File: config.mk
export PLATFORM = sky130hd
export DESIGN_NAME = uart_rx_axis
export DESIGN_NICKNAME = d
export VERILOG_FILES = /design/src/rtl/uart_rx_axis.sv
export SDC_FILE = /design/constraint.sdc
export NUM_CORES = 1
export LEC_CHECK = 0
export CORE_MARGIN = 5
export CORE_UTILIZATION = 48
export DETAILED_ROUTE_END_ITERATION = 8
export GPL_TIMING_DRIVEN = 0
export PLACE_DENSITY = 0.78
export SYNTH_ARGS = -nofsm -noshare
export SYNTH_HDL_FRONTEND = slang
export SYNTH_SLANG_ARGS = --single-unit
export TNS_END_PERCENT = 100
File: constraint.sdc
create_clock -name clk -period 2.4 [get_ports clk]
set_input_delay 0.24 -clock clk [delete_from_list [all_inputs] [get_ports clk]]
set_output_delay 0.24 -clock clk [all_outputs]
set_load 0.01 [all_outputs]
File: src/rtl/uart_rx_axis.sv
// uart_rx_axis
// ------------
// UART receiver with an AXI-Stream master output.
//
// The serial line is synchronised, framed (start / data LSB-first / optional
// parity / one or two stop bits) and each good byte is presented through a
// single-entry output register.
//
// Ports
//   clk            clock, all logic on the rising edge
//   rst_n          asynchronous reset, active HIGH despite the legacy name
//   rx_en          receive enable, only looked at while idle
//   rx             asynchronous serial input, idles high
//   m_axis_tdata   received data word
//   m_axis_tvalid  output register holds a word
//   m_axis_tready  downstream accept
//   m_axis_tuser   parity error flag belonging to m_axis_tdata
//   frame_err      one-cycle pulse, a stop bit was sampled low
//   overrun_err    one-cycle pulse, a finished word was dropped (register full)
//   busy           high whenever the receiver is not idle
module uart_rx_axis #(
    parameter int system_clk = 50000000,
    parameter int band_rate  = 115200,
    parameter int data_bits  = 8,
    parameter int check_mode = 1,
    parameter int stop_mode  = 0
) (
    input  logic                 clk,
    input  logic                 rst_n,
    input  logic                 rx_en,
    input  logic                 rx,
    output logic [data_bits-1:0] m_axis_tdata,
    output logic                 m_axis_tvalid,
    input  logic                 m_axis_tready,
    output logic                 m_axis_tuser,
    output logic                 frame_err,
    output logic                 overrun_err,
    output logic                 busy
);

    localparam int DIV   = system_clk / band_rate;
    localparam int HALF  = DIV / 2;
    localparam int CNT_W = $clog2(DIV);
    localparam int BIT_W = $clog2(data_bits + 1);
    localparam logic HAS_PARITY = (check_mode != 0);
    localparam logic TWO_STOP   = (stop_mode == 1);

    typedef enum logic [2:0] {
        ST_IDLE   = 3'd0,
        ST_START  = 3'd1,
        ST_DATA   = 3'd2,
        ST_PARITY = 3'd3,
        ST_STOP   = 3'd4,
        ST_BREAK  = 3'd5
    } state_t;

    // Parity check: XOR of data and parity bit must be 0 (even) or 1 (odd).
    function automatic logic parity_err(input logic [data_bits-1:0] d, input logic p);
        logic x;
        x = (^d) ^ p;
        return (check_mode == 2) ? ~x : x;
    endfunction

    state_t               state_r;
    state_t               state_next_s;
    logic                 rx_meta_r;
    logic                 rx_sync_r;
    logic                 rx_prev_r;
    logic                 fall_s;
    logic [CNT_W-1:0]     baud_cnt_r;
    logic [BIT_W-1:0]     bit_cnt_r;
    logic                 stop_idx_r;
    logic [data_bits-1:0] shift_r;
    logic                 par_err_r;
    logic                 tick_s;
    logic                 half_tick_s;
    logic                 cnt_clr_s;
    logic                 shift_en_s;
    logic                 par_en_s;
    logic                 stop_adv_s;
    logic                 deliver_s;
    logic                 frame_s;
    logic [data_bits-1:0] tdata_r;
    logic                 tvalid_r;
    logic                 tuser_r;
    logic                 frame_err_r;
    logic                 overrun_err_r;
    logic                 busy_r;

    assign fall_s      = rx_prev_r & ~rx_sync_r;
    assign tick_s      = (baud_cnt_r == CNT_W'(DIV - 1));
    assign half_tick_s = (baud_cnt_r == CNT_W'(HALF - 1));

    // Two-flop synchroniser plus a delayed copy for falling-edge detection
    always_ff @(posedge clk or posedge rst_n) begin
        if (rst_n) begin
            rx_meta_r <= 1'b1;
            rx_sync_r <= 1'b1;
            rx_prev_r <= 1'b1;
        end else begin
            rx_meta_r <= rx;
            rx_sync_r <= rx_meta_r;
            rx_prev_r <= rx_sync_r;
        end
    end

    // FSM state register
    always_ff @(posedge clk or posedge rst_n) begin
        if (rst_n) begin
            state_r <= ST_IDLE;
        end else begin
            state_r <= state_next_s;
        end
    end

    // FSM next state and per-cycle datapath strobes
    always_comb begin
        state_next_s = state_r;
        cnt_clr_s    = 1'b0;
        shift_en_s   = 1'b0;
        par_en_s     = 1'b0;
        stop_adv_s   = 1'b0;
        deliver_s    = 1'b0;
        frame_s      = 1'b0;
        case (state_r)
            ST_IDLE: begin
                if (rx_en && fall_s) begin
                    state_next_s = ST_START;
                    cnt_clr_s    = 1'b1;
                end else begin
                    state_next_s = ST_IDLE;
                end
            end
            ST_START: begin
                // Re-check the line half a bit in to reject glitches.
                if (half_tick_s) begin
                    cnt_clr_s = 1'b1;
                    if (!rx_sync_r) begin
                        state_next_s = ST_DATA;
                    end else begin
                        state_next_s = ST_IDLE;
                    end
                end else begin
                    state_next_s = ST_START;
                end
            end
            ST_DATA: begin
                if (tick_s) begin
                    shift_en_s = 1'b1;
                    cnt_clr_s  = 1'b1;
                    if (bit_cnt_r == BIT_W'(data_bits - 1)) begin
                        state_next_s = HAS_PARITY ? ST_PARITY : ST_STOP;
                    end else begin
                        state_next_s = ST_DATA;
                    end
                end else begin
                    state_next_s = ST_DATA;
                end
            end
            ST_PARITY: begin
                if (tick_s) begin
                    par_en_s     = 1'b1;
                    cnt_clr_s    = 1'b1;
                    state_next_s = ST_STOP;
                end else begin
                    state_next_s = ST_PARITY;
                end
            end
            ST_STOP: begin
                // Leave mid-stop-bit on success so the next start edge is seen.
                if (tick_s) begin
                    cnt_clr_s = 1'b1;
                    if (!rx_sync_r) begin
                        frame_s      = 1'b1;
                        state_next_s = ST_BREAK;
                    end else if (TWO_STOP && !stop_idx_r) begin
                        stop_adv_s   = 1'b1;
                        state_next_s = ST_STOP;
                    end else begin
                        deliver_s    = 1'b1;
                        state_next_s = ST_IDLE;
                    end
                end else begin
                    state_next_s = ST_STOP;
                end
            end
            ST_BREAK: begin
                if (rx_sync_r) begin
                    state_next_s = ST_IDLE;
                end else begin
                    state_next_s = ST_BREAK;
                end
            end
            default: begin
                state_next_s = ST_IDLE;
            end
        endcase
    end

    // Baud and bit counters, shift register and parity result of the frame in flight
    always_ff @(posedge clk or posedge rst_n) begin
        if (rst_n) begin
            baud_cnt_r <= {CNT_W{1'b0}};
            bit_cnt_r  <= {BIT_W{1'b0}};
            stop_idx_r <= 1'b0;
            shift_r    <= {data_bits{1'b0}};
            par_err_r  <= 1'b0;
        end else begin
            if (cnt_clr_s || (state_r == ST_IDLE) || (state_r == ST_BREAK)) begin
                baud_cnt_r <= {CNT_W{1'b0}};
            end else begin
                baud_cnt_r <= baud_cnt_r + CNT_W'(1);
            end
            if (state_r == ST_IDLE) begin
                bit_cnt_r <= {BIT_W{1'b0}};
            end else if (shift_en_s) begin
                bit_cnt_r <= bit_cnt_r + BIT_W'(1);
            end
            if (shift_en_s) begin
                shift_r <= {rx_sync_r, shift_r[data_bits-1:1]};
            end
            if (state_r == ST_START) begin
                par_err_r <= 1'b0;
            end else if (par_en_s) begin
                par_err_r <= parity_err(shift_r, rx_sync_r);
            end
            if (state_r != ST_STOP) begin
                stop_idx_r <= 1'b0;
            end else if (stop_adv_s) begin
                stop_idx_r <= 1'b1;
            end
        end
    end

    // Output register, AXIS handshake and status pulses
    always_ff @(posedge clk or posedge rst_n) begin
        if (rst_n) begin
            tdata_r       <= {data_bits{1'b0}};
            tvalid_r      <= 1'b0;
            tuser_r       <= 1'b0;
            frame_err_r   <= 1'b0;
            overrun_err_r <= 1'b0;
            busy_r        <= 1'b0;
        end else begin
            frame_err_r   <= frame_s;
            overrun_err_r <= deliver_s && tvalid_r && !m_axis_tready;
            busy_r        <= (state_next_s != ST_IDLE);
            // Load when empty or being emptied this cycle; otherwise hold.
            if (deliver_s && (!tvalid_r || m_axis_tready)) begin
                tdata_r  <= shift_r;
                tuser_r  <= par_err_r;
                tvalid_r <= 1'b1;
            end else if (m_axis_tready) begin
                tvalid_r <= 1'b0;
            end
        end
    end

    assign m_axis_tdata  = tdata_r;
    assign m_axis_tvalid = tvalid_r;
    assign m_axis_tuser  = tuser_r;
    assign frame_err     = frame_err_r;
    assign overrun_err   = overrun_err_r;
    assign busy          = busy_r;

endmodule

# Word level (Yosys, flattened, before mapping)
# Cells that the tools add are included.
word_totals:
  reg_bits: 41
  input_bits: 5
classes:
  addsub: 2
  eq_ne: 8
  mux: 28
  bitwise: 3
  n_reduce_logical: 16
ops:
  columns: ["op", "n"]
  rows:
  - ["$pmux W3 S6", 1]
  - ["$mux W1", 17]
  - ["$mux W3", 5]
  - ["$add A9 B1 Y9 const B", 1]
  - ["$eq A9 B8 Y1 const B", 1]
  - ["$eq A9 B9 Y1 const B", 1]
  - ["$mux W9", 1]
  - ["$mux W4", 2]
  - ["$reduce_xor A8 Y1", 1]
  - ["$eq A3 B2 Y1 const B", 2]
  - ["$eq A3 B3 Y1 const B", 2]
  - ["$reduce_bool A2 Y1", 3]
  - ["$add A4 B1 Y4 const B", 1]
  - ["$eq A4 B3 Y1 const B", 1]
  - ["$logic_and A1 B1 Y1", 4]
  - ["$eq A3 B1 Y1 const B", 1]
  - ["$logic_not A3 Y1", 1]
  - ["$logic_or A1 B1 Y1", 3]
  - ["$pmux W1 S3", 1]
  - ["$reduce_bool A3 Y1", 1]
  - ["$reduce_or A3 Y1", 1]
  - ["$logic_not A1 Y1", 2]
  - ["$mux W2", 1]
  - ["$and A1 B1 Y1", 1]
  - ["2 further kinds", 2]

# Longest topological paths before layout
depth:
  depth_word: 8
  depth_mapped: 8

# Least setup slack after synthesis
# Ideal clock, no wire load.
synth_path:
  kind: "register -> register"
  start: "reg baud_cnt_r[0]"
  end: "reg shift_r[0]"
  arrival_time_ns: 1.560
  required_ns: 2.272
  slack_ns: 0.712
  stages_incl_launch_ff: 7
  n_path_buf: 2
  period_less_slack_ns: 1.688
  path_cell_list: "dfrtp_1 ha_1 and4bb_1 buf_2 nand3_2 buf_2 mux2_1"
synth_via:
  elab_chain_len: 3
synth_rtl:
  columns: ["item", "line", "rtl"]
  rows:
  - ["start, declared", "70", "logic [CNT_W-1:0] baud_cnt_r;"]
  - ["start signal, assigned", "203", "baud_cnt_r <= {CNT_W{1'b0}};"]
  - ["start signal, assigned", "210", "baud_cnt_r <= {CNT_W{1'b0}};"]
  - ["start signal, assigned", "212", "baud_cnt_r <= baud_cnt_r + CNT_W'(1);"]
  - ["$eq A9 B9 Y1", "91", "assign tick_s = (baud_cnt_r == CNT_W'(DIV - 1));"]
  - ["$mux W1", "148", "if (tick_s) begin"]
  - ["$mux W1", "125", "case (state_r)"]
  - ["end signal, assigned", "206", "shift_r <= {data_bits{1'b0}};"]
  - ["end signal, assigned", "220", "shift_r <= {rx_sync_r, shift_r[data_bits-1:1]};"]
  - ["end, declared", "73", "logic [data_bits-1:0] shift_r;"]
# Every way passes these cells.
# A chain may end at the register's enable or synchronous reset.

# Worst setup path in the final report
layout_path:
  start: "reg baud_cnt_r[1]"
  end: "reg tdata_r[4] (netlist: m_axis_tdata[4])"
layout_via:
  elab_chain_len: 4
layout_rtl:
  columns: ["item", "line", "rtl"]
  rows:
  - ["$eq A9 B9 Y1", "91", null]
  - ["$mux W1", "171", "if (tick_s) begin"]
  - ["$mux W1", "125", null]
  - ["$logic_and A1 B1 Y1", "249", "if (deliver_s && (!tvalid_r || m_axis_tready)) begin"]
  - ["end signal, assigned", "238", "tdata_r <= {data_bits{1'b0}};"]
  - ["end signal, assigned", "250", "tdata_r <= shift_r;"]
  - ["end, declared", "83", "logic [data_bits-1:0] tdata_r;"]
# Every way passes these cells.

==> metrics <==
setup TNS 0 ns; Critical Path RT 2.58 ns; f_max 515 MHz; P&R area growth vs syn 15.1%; Slew Limit Fails 0; grt met3 use 3.31%; Finished Core Util 56.1%; H-tree levels 2; CP arrival 2.12 ns; DRC 0; reg-to-reg setup timing slack 0.46 ns; first-pass GRT wire length 6740 um; Final WS setup 0.458 ns; Pwr Total 1150 uW; met1 GRT Util 17.9%; synthesized area per cell 12.0 um2; CTS buffer count 5; Top Ports 18; wire per inst 14.8 um; TritonCTS clock tree done; vias in the first global route 1444; dpl cells 243; CTS Buffer Depth 2; total gr overflow 0; HPWL Detailed 2540 um; die area 5780 um2; critical path class flip-flop to flip-flop; outcome finished clean; worst-path maximum fanout 9; P_leak 0.00109 uW; Top Usage Layer GRT met2; clock-pin slew on the worst setup and hold paths 0.08 ns; # fillers 358; met2 Usage GRT 23.3%; Period minus WS final 1.94 ns; Placer Congestion 0.856; cts repair resizes 0; Clock Sinks 41; Iter 0 DRT Violations 157; Worst-Skew Late Latency 0.29 ns; Die X 76.1 um; dpl ws 0.471 ns; Critical Path End Type flip-flop; nets 207; unrepaired setup endpoints after global routing no; GRT Util Overall 14.1%; Yosys cell types 53; R2R depth 6; I/O Buffers 17; Post-synth EDFFs 0; Rel. slew slack 45.0%; post-synthesis async set-or-reset flop share 100%; R2R Path End m_axis_tdata[4]; CTS hold repair buffers 0; proportion of layout cells with a drive suffix above 1 20.7%; Seq cells post-synth 41; crit share post-route 80.9%; hold worst-path end rx_meta_r; Syn Nets 183; maxcap violations 0; Peak VDD IR 0.306 mV; Ant. Diodes 0; Worst R2R Start baud_cnt_r[1]; sequential share of the synthesized area 49.2%; drt total wl 3690 um; initial antenna violation count 0; mapped cell area 2090 um2; Pre-antenna DRT Iters 4; hold depth 1; Cell Pwr Density 478 nW/um2; Vias 1412; Vias/cell 5.65; type of the worst min-delay path input pin to flip-flop; post-CTS setup repair buffer count 0; row cnt 24; Hold Crit Start rx; Final Hold Viols 0; ys flop type dfrtp_1; core area 4290 um2; actual slew at the worst max-slew pin 0.824 ns; Cells after Synth 174; warnings from Yosys 0; Startpoint Class flip-flop; root buf cell clkbuf_8; largest net degree at the start of global routing 42; final setup fails 0; post-route ant nets 0; Worst Clk Skew 0.00989 ns; Non-Filler Instances 250; die height 76.1 um; Starting Density 48.8%
==> through the flow <==
step	hold WS, ns	cell area (um2)
after floorplan	0.244	2090
after global placement	0.346	2330
after detailed placement	0.348	2330
after CTS	0.329	2410
after global routing	0.330	2410
final	0.345	2410
==> synth_stat cells, types with 2 or more instances <==
master / count / area share, %
xnor3_1: 2 / 2.2
o21ai_0: 3 / 0.72
buf_4: 2 / 0.72
nor2_1: 17 / 3.0
nor3_1: 6 / 1.4
dfrtp_1: 38 / 45
mux2_4: 9 / 6.5
o211ai_1: 2 / 0.72
nand4_1: 3 / 0.90
buf_2: 4 / 0.96
xor2_1: 5 / 2.1
dfstp_2: 3 / 3.8
mux2_1: 6 / 3.2
inv_1: 6 / 1.1
a21oi_1: 4 / 0.96
xnor2_1: 7 / 2.9
nand3_1: 10 / 2.4
nand2_1: 7 / 1.3
a31oi_1: 2 / 0.60
mux2_2: 2 / 1.1
ha_1: 4 / 2.4
==> worst max path at each step <==
stage                       to  slack (ns)  cells past startpoint           from
3_5_place_dp   m_axis_tdata[4]        0.47                      6  baud_cnt_r[1]
3_3_place_gp     baud_cnt_r[0]        0.35                      2          rst_n
2_1_floorplan       shift_r[0]        0.71                      6  baud_cnt_r[0]
4_1_cts        m_axis_tdata[4]        0.45                      6  baud_cnt_r[1]
5_1_grt        m_axis_tdata[3]        0.34                      6  baud_cnt_r[1]
6_report       m_axis_tdata[4]        0.46                      6  baud_cnt_r[1]
==> final cells by class <==
| class | instances | area [um2] | area share [%] |
|---|---|---|---|
| inverter | 8 | 32.5 | 1.35 |
| buffer | 7 | 46.3 | 1.92 |
| clock inverter | 1 | 8.76 | 0.363 |
| tap | 52 | 65.1 | 2.70 |
| sequential | 41 | 1030 | 42.7 |
| clock buffer | 6 | 72.6 | 3.01 |
| multi-input combinational | 118 | 986 | 40.9 |
| timing repair buffer | 17 | 170 | 7.06 |
==> critical path, stage by stage (launching register included) <==
cell       delay (ns)
dfrtp_1          0.41
inv_1            0.08
ha_1             0.16
nand4bb_1        0.25
nor2_4           0.27
nand4_4          0.27
mux2_4           0.37
==> report_power, final <==
group,switching (uW),internal [uW],total (uW)
combinational,17.8,10.4,28.2
clock,228,201,429
sequential,1.00,695,696
total,246,906,1150
==> cell usage in the layout, fill, tap and decap left out, drive strengths merged, types with 3 or more instances in the layout <==
cell / netlist / final
nand3: 11 / 11
clkdlybuf4s50: 0 / 17
nand4: 4 / 4
xnor2: 7 / 7
mux2: 17 / 17
nor2: 18 / 18
dfrtp: 38 / 38
dfstp: 3 / 3
inv: 8 / 8
ha: 4 / 4
xor2: 5 / 5
nand2: 7 / 7
a21oi: 4 / 4
buf: 7 / 7
o21ai: 4 / 4
nor3: 7 / 7
clkbuf: 0 / 6
==> per-layer routing <==
| metal | routed length (um) | share of wire (%) | vias up |
|---|---|---|---|
| met5 | 0 | 0 | - |
| li1 | - | - | 670 |
| met3 | 143 | 3.9 | 9 |
| met1 | 1680 | 46 | 704 |
| met4 | 93 | 2.5 | 0 |
| met2 | 1770 | 48 | 29 |
==> cells by family (layout without fill, tap and decap cells) <==
group                    after synthesis  count (layout)  share of synthesized area [%]
multiplexers                          17              17                           10.8
AO/OA/AOI/OAI                         20              20                           7.53
flip-flops                            41              41                           49.2
buffers and inverters                 15              39                           3.76
AND/OR/NAND/NOR                       63              63                           19.2
XOR/XNOR                              14              14                           7.17
adder cells (fa/ha/maj)                4               4                           2.39
==> sequential cells by signal, indices dropped and copies added, names as in the netlist, 3 cells and up <==
signal,flops
shift_r,8
m_axis_tdata,8
bit_cnt_r,4
baud_cnt_r,9
state_r,3
(Power assumes the default switching activity.)
